<file path="src/rtl/word_serializer.sv">
// LSB-first parallel-to-serial converter with registered serial outputs.
// Optional `SER_BACK2BACK_EN: accept the next word in the MSB cycle for gapless streaming.
module word_serializer #(
  parameter int WIDTH = 12
) (
  input  logic             t_clk,
  input  logic             rst,
  input  logic [WIDTH-1:0] din,
  input  logic             din_valid,
  output logic             din_ready,
  output logic             sout,
  output logic             sfirst,
  output logic             sbusy,
  output logic             word_done
);

  typedef enum logic {IDLE, SHIFT} state_t;

  localparam int CW = (WIDTH > 2) ? $clog2(WIDTH) : 1;
  localparam logic [CW-1:0] LAST = CW'(WIDTH - 1);

  state_t           state, state_n;
  logic [WIDTH-1:0] sreg, sreg_n;
  logic [CW-1:0]    cnt, cnt_n;
  logic             sout_n, sfirst_n, sbusy_n, done_n;
  logic             last, accept;

  // cnt tracks the index of the bit currently presented on sout
  assign last = (state == SHIFT) && (cnt == LAST);

`ifdef SER_BACK2BACK_EN
  assign din_ready = !rst && ((state == IDLE) || last);
`else
  assign din_ready = !rst && (state == IDLE);
`endif

  assign accept = din_valid && din_ready;

  always_ff @(posedge t_clk or posedge rst) begin
    if (rst) begin
      state     <= IDLE;
      sreg      <= '0;
      cnt       <= '0;
      sout      <= 1'b0;
      sfirst    <= 1'b0;
      sbusy     <= 1'b0;
      word_done <= 1'b0;
    end else begin
      state     <= state_n;
      sreg      <= sreg_n;
      cnt       <= cnt_n;
      sout      <= sout_n;
      sfirst    <= sfirst_n;
      sbusy     <= sbusy_n;
      word_done <= done_n;
    end
  end

  always_comb begin
    state_n  = state;
    sreg_n   = sreg;
    cnt_n    = cnt;
    sout_n   = 1'b0;
    sfirst_n = 1'b0;
    sbusy_n  = 1'b0;
    done_n   = 1'b0;
    case (state)
      IDLE: begin
        if (accept) begin
          state_n  = SHIFT;
          sreg_n   = din;
          cnt_n    = '0;
          sout_n   = din[0];
          sfirst_n = 1'b1;
          sbusy_n  = 1'b1;
        end
      end
      SHIFT: begin
        if (accept) begin
          // only reachable in the MSB cycle when back-to-back is enabled
          sreg_n   = din;
          cnt_n    = '0;
          sout_n   = din[0];
          sfirst_n = 1'b1;
          sbusy_n  = 1'b1;
        end else if (!last) begin
          sreg_n  = sreg >> 1;
          cnt_n   = cnt + CW'(1);
          sout_n  = sreg[1];
          sbusy_n = 1'b1;
          done_n  = (cnt_n == LAST);
        end else begin
          state_n = IDLE;
          sreg_n  = '0;
          cnt_n   = '0;
        end
      end
      default: state_n = IDLE;
    endcase
  end

endmodule
</file>
<file path="config.mk">
export PLATFORM = sky130hd
export DESIGN_NAME = word_serializer
export DESIGN_NICKNAME = d
export VERILOG_FILES = /design/src/rtl/word_serializer.sv
export SDC_FILE = /design/constraint.sdc
export NUM_CORES = 1
export LEC_CHECK = 0
export BUFFER_PORTS_ARGS = -buffer_cell sky130_fd_sc_hd__buf_2
export CORE_MARGIN = 1
export CORE_UTILIZATION = 52
export CTS_CLUSTER_SIZE = 25
export DETAILED_ROUTE_END_ITERATION = 10
export PLACE_DENSITY_LB_ADDON = 0.05
export SKIP_LAST_GASP = 1
export SYNTH_ARGS = -nofsm -noshare
export SYNTH_HDL_FRONTEND = slang
export SYNTH_SLANG_ARGS = --single-unit
export TNS_END_PERCENT = 100
</file>
<file path="constraint.sdc">
create_clock -name t_clk -period 1.7 [get_ports t_clk]
set_input_delay 0.085 -clock t_clk [delete_from_list [all_inputs] [get_ports t_clk]]
set_output_delay 0.085 -clock t_clk [all_outputs]
set_load 0.02 [all_outputs]
</file>
## Word level (Yosys, flattened, before mapping)

Cells that the tools add are included.

- Bits in registers: 20
- Input bits: 15
- Output and inout bits: 5

- $add $sub $neg: 1
- Eq/ne operators: 3
- Muxes and demuxes: 19
- Bitwise logic cells: 1
- Reductions and logical operators: 4

Operator list:

| cell | number |
|---|---|
| $mux W12 | 2 |
| $pmux W12 S2 | 1 |
| $mux W4 | 3 |
| $mux W11 | 1 |
| $mux W1 | 9 |
| $eq A4 B4 Y1 const B | 2 |
| $pmux W4 S2 | 1 |
| $add A4 B1 Y4 const B | 1 |
| $pmux W1 S2 | 2 |
| $logic_and A1 B1 Y1 | 3 |
| $ne A2 B2 Y1 const B | 1 |
| $logic_not A1 Y1 | 1 |
| $not A1 Y1 | 1 |

## Depth between registers and ports, before layout

- Word-level depth: 5
- Gate-level depth with buffers: 5

## Least setup slack after synthesis

OpenSTA, ideal clock, no wires.

- Path kind: register -> register
- Start: register state
- End: register sout
- Data arrival time: 1.277 ns
- Data required time: 1.635 ns
- Slack: 0.358 ns
- Cell stages (with the launch flop): 5
- Path through: dfrtp_1 > buf_4 > nor2_1 > and2_2 > a22o_1

- Longest elaborated chain between the ends: 5
- Elaborated cells on any way between the ends: 8
- Those cells by class: mux (4); bitwise (1); reduce/logical (3)

RTL lines:

| element | line | text |
|---|---|---|
| start, declared | 22 | `state_t state, state_n;` |
| start signal, assigned | 49 | `state <= state_n;` |
| $not A1 Y1 (*) | n/a |  |
| $logic_and A1 B1 Y1 (*) | 34 | `assign din_ready = !rst && (state == IDLE);` |
| net din_ready | 10 | `output logic din_ready,` |
| $logic_and A1 B1 Y1 (*) | 37 | `assign accept = din_valid && din_ready;` |
| net accept | 26 | `logic last, accept;` |
| $mux W1, on equally long branches | 79, 69 |  |
| $pmux W1 S2 (*) | 67 | `case (state)` |
| net sout_n | 25 | `logic sout_n, sfirst_n, sbusy_n, done_n;` |
| end signal, assigned | 52 | `sout <= sout_n;` |
| end, declared | 11 | `output logic sout,` |

Mark *: on every way through the listed nets, which the timed path passes. The rest lies on a longest branch.
A chain may end at the register's enable or synchronous reset.

## Worst setup path after layout

- Start: register cnt[1]
- End: register cnt[0]

- Longest elaborated chain between the ends: 5

RTL lines:

| element | line | text |
|---|---|---|
| start, declared | 24 | `logic [CW-1:0] cnt, cnt_n;` |
| start signal, assigned | 51 | `cnt <= cnt_n;` |
| $eq A4 B4 Y1 | 29 | `assign last = (state == SHIFT) && (cnt == LAST);` |
| $logic_and A1 B1 Y1 | 29 |  |
| $mux W4 | 86 | `end else if (!last) begin` |
| $mux W4 | 79 | `if (accept) begin` |
| $pmux W4 S2 | 67 |  |

Every way passes these cells.

==> impl_metrics.tcl <==
set metrics [dict create \
    detailedRoute.firstPassIterationCount 3 \
    cts_root_buf "clkbuf_4" \
    fp.dieArea_sq_um 1990 \
    coreArea_sq_um 1710 \
    htree_levels 1 \
    cp.buffers_inverters 1 \
    syn_area_sq_um 945 \
    vias 639 \
    clk_pin_slew_worst_paths_ns 0.12 \
    clock_path_buffers 2 \
    ys_warn_count 0 \
    port_buffers 19 \
    path_class "reg -> reg" \
    rsz0062_at_grt "false" \
    arrival_ns 1.69 \
    grt_pass1_wl_microns 2940 \
    post_drt_via_cell_ratio 5.24 \
    wl_microns 1670 \
    crit_path_start_kind "flop" \
    end_kind "flop" \
    layout_setup_ws_ns 0.202 \
    ir_drop_v 0.000867 \
    pin_count 20 \
    clk_latency_ns 0.30 \
    cts_tree "done" \
    setup_violations 0 \
    crit_required_ns 1.89 \
    grt_start_max_net_pins 20 \
    multiInputGateArea_sq_um 400 \
    cts_sinks 19 \
    critPathMaxFanout 6 \
    ys_types 25 \
    critPathSlowestCell "dfrtp_1" \
    post_drt_wl_per_cell_microns 13.7 \
    drc_errors 0 \
    syn_inst 72 \
    finalSetupTns_ns 0 \
    worstMarginPinSlew_ns 0.684 \
    ys.flop_type "dfrtp_1" \
    fin_skew_ns 0.0113 \
    placement.cell_area_sq_um 1050 \
    synth-seq-cells 19 \
    critPathTopFamily "flip-flops" \
    hpwlAfterDp_microns 1240 \
    post_cts_resize_count 0 \
    gp_congestion 0.788 \
    finalCriticalPeriod_ns 1.50 \
    p_leak_nw 0.525 \
    slew_violations 0 \
    drive_above_1_share_pct 36.1 \
    finalCritPeriodShare_pct 88.1 \
    seq_area_sq_um 475 \
    drt-initial-drc-count 4 \
    final_cell_mix "dfrtp_1 (19), buf_2 (19), mux2i_1 (12), o2bb2ai_1 (8), buf_4 (5)" \
    die_w_microns 44.6 \
    powerDensity_nw_per_um2 1470 \
    hold_buffers 2 \
    avgSynthCellArea_sq_um 13.1 \
    nets 115 \
    fillers 134 \
    critical_path.max_stage_delay_ns 0.42 \
    synth_edf_count 0 \
    area_growth_pct 17.0 \
    grtUsageTotal_pct 20.8 \
    antenna_found_initial 0 \
    crit_chain "ha_1 -> nor2b_2 -> a21boi_4 -> buf_4 -> mux2_2" \
    num_antenna_cells 0 \
    max_freq_mhz 668 \
    initial_utilization_pct 55.3 \
    run_status "finished clean" \
    hold_violations 0 \
    synthArstFlopShare_pct 100 \
    die-height_microns 44.6 \
    ys_seq_area_share_pct 50.3 \
    max_cap_violations 0 \
    synth.net_count 89 \
    grt_pass1_vias 652 \
    row_count 15 \
    final_antenna_net_count 0 \
    total_power_mw 1.62 \
    cts_made_buffers 3 \
    place_ws_ns 0.220 \
    globalRoute.totalOverflow 0 \
    fin_area_sq_um 1100 \
    hold_path_class "in -> reg" \
    postCtsSetupRepairBufs 0 \
    slew_headroom_pct 54.4 \
]
## flip-flops by register name (all words and copies together) (netlist names)
name	flops
sfirst	1
state	1
word_done	1
sout	1
cnt	4
sreg	11
## logic make-up after synthesis
kind of cell	synth area share, %
flip-flops	50.3
adder cells (fa/ha/maj)	2.65
XOR/XNOR	0.927
multiplexers	13.9
AO/OA/AOI/OAI	16.3
buffers and inverters	7.28
AND/OR/NAND/NOR	8.61
## per-layer routing
metal  global-route usage [%]  vias up  part of all wire [%]
met5                        0        -                     0
met4                     13.3        0                   1.3
met3                     2.45        2                   3.5
met2                     30.9       14                    47
met1                     28.8      312                    48
li1                         -      311                     -
## cell type report
| cell class | instances | area share [%] |
|---|---|---|
| inverter | 4 | 1.36 |
| clock buffer | 3 | 2.04 |
| multi-input combinational | 44 | 36.2 |
| timing repair buffer | 26 | 13.8 |
| sequential | 19 | 43.0 |
| tap | 25 | 2.83 |
| clock inverter | 1 | 0.680 |
## final timing paths
kind                       depth (start not counted)  slack (ns)  startpoint       to
max in group asynchronous                          3        0.82         rst   cnt[0]
min                                                2        0.03   din_valid   sfirst
max reg2reg                                        5        0.20      cnt[1]   cnt[0]
min reg2reg                                        1        0.49     sreg[9]  sreg[8]
max                                                5        0.20      cnt[1]   cnt[0]
min in group asynchronous                          3        0.44         rst   sfirst
## where the power goes
group          total, mW  internal [mW]  switching, mW
Combinational      0.661          0.334          0.328
Sequential         0.722          0.610          0.112
Clock              0.240         0.0896          0.151
Total               1.62           1.03          0.591
## stage by stage
| stage | hold WS, ns | utilization [%] | std cells |
|---|---|---|---|
| floorplan | 0.0361 | - | 72 |
| global placement | 0.252 | 61.8 | 116 |
| detailed placement | 0.263 | 61.8 | 116 |
| CTS | 0.0266 | 64.7 | 122 |
| global route | 0.0324 | 64.7 | 122 |
| finish | 0.0341 | 64.7 | 122 |
## synthesized netlist by cell type, types with 2 or more instances
cell,number,area [sq um]
mux2i_1,12,120
a22o_1,3,26.3
dfrtp_1,19,475
nor2b_2,2,17.5
o2bb2ai_1,8,70.1
buf_6,2,22.5
ha_1,2,25.0
nor2_1,3,11.3
inv_1,4,15.0
o2bb2ai_2,2,30.0
(Power assumes the default switching activity.)
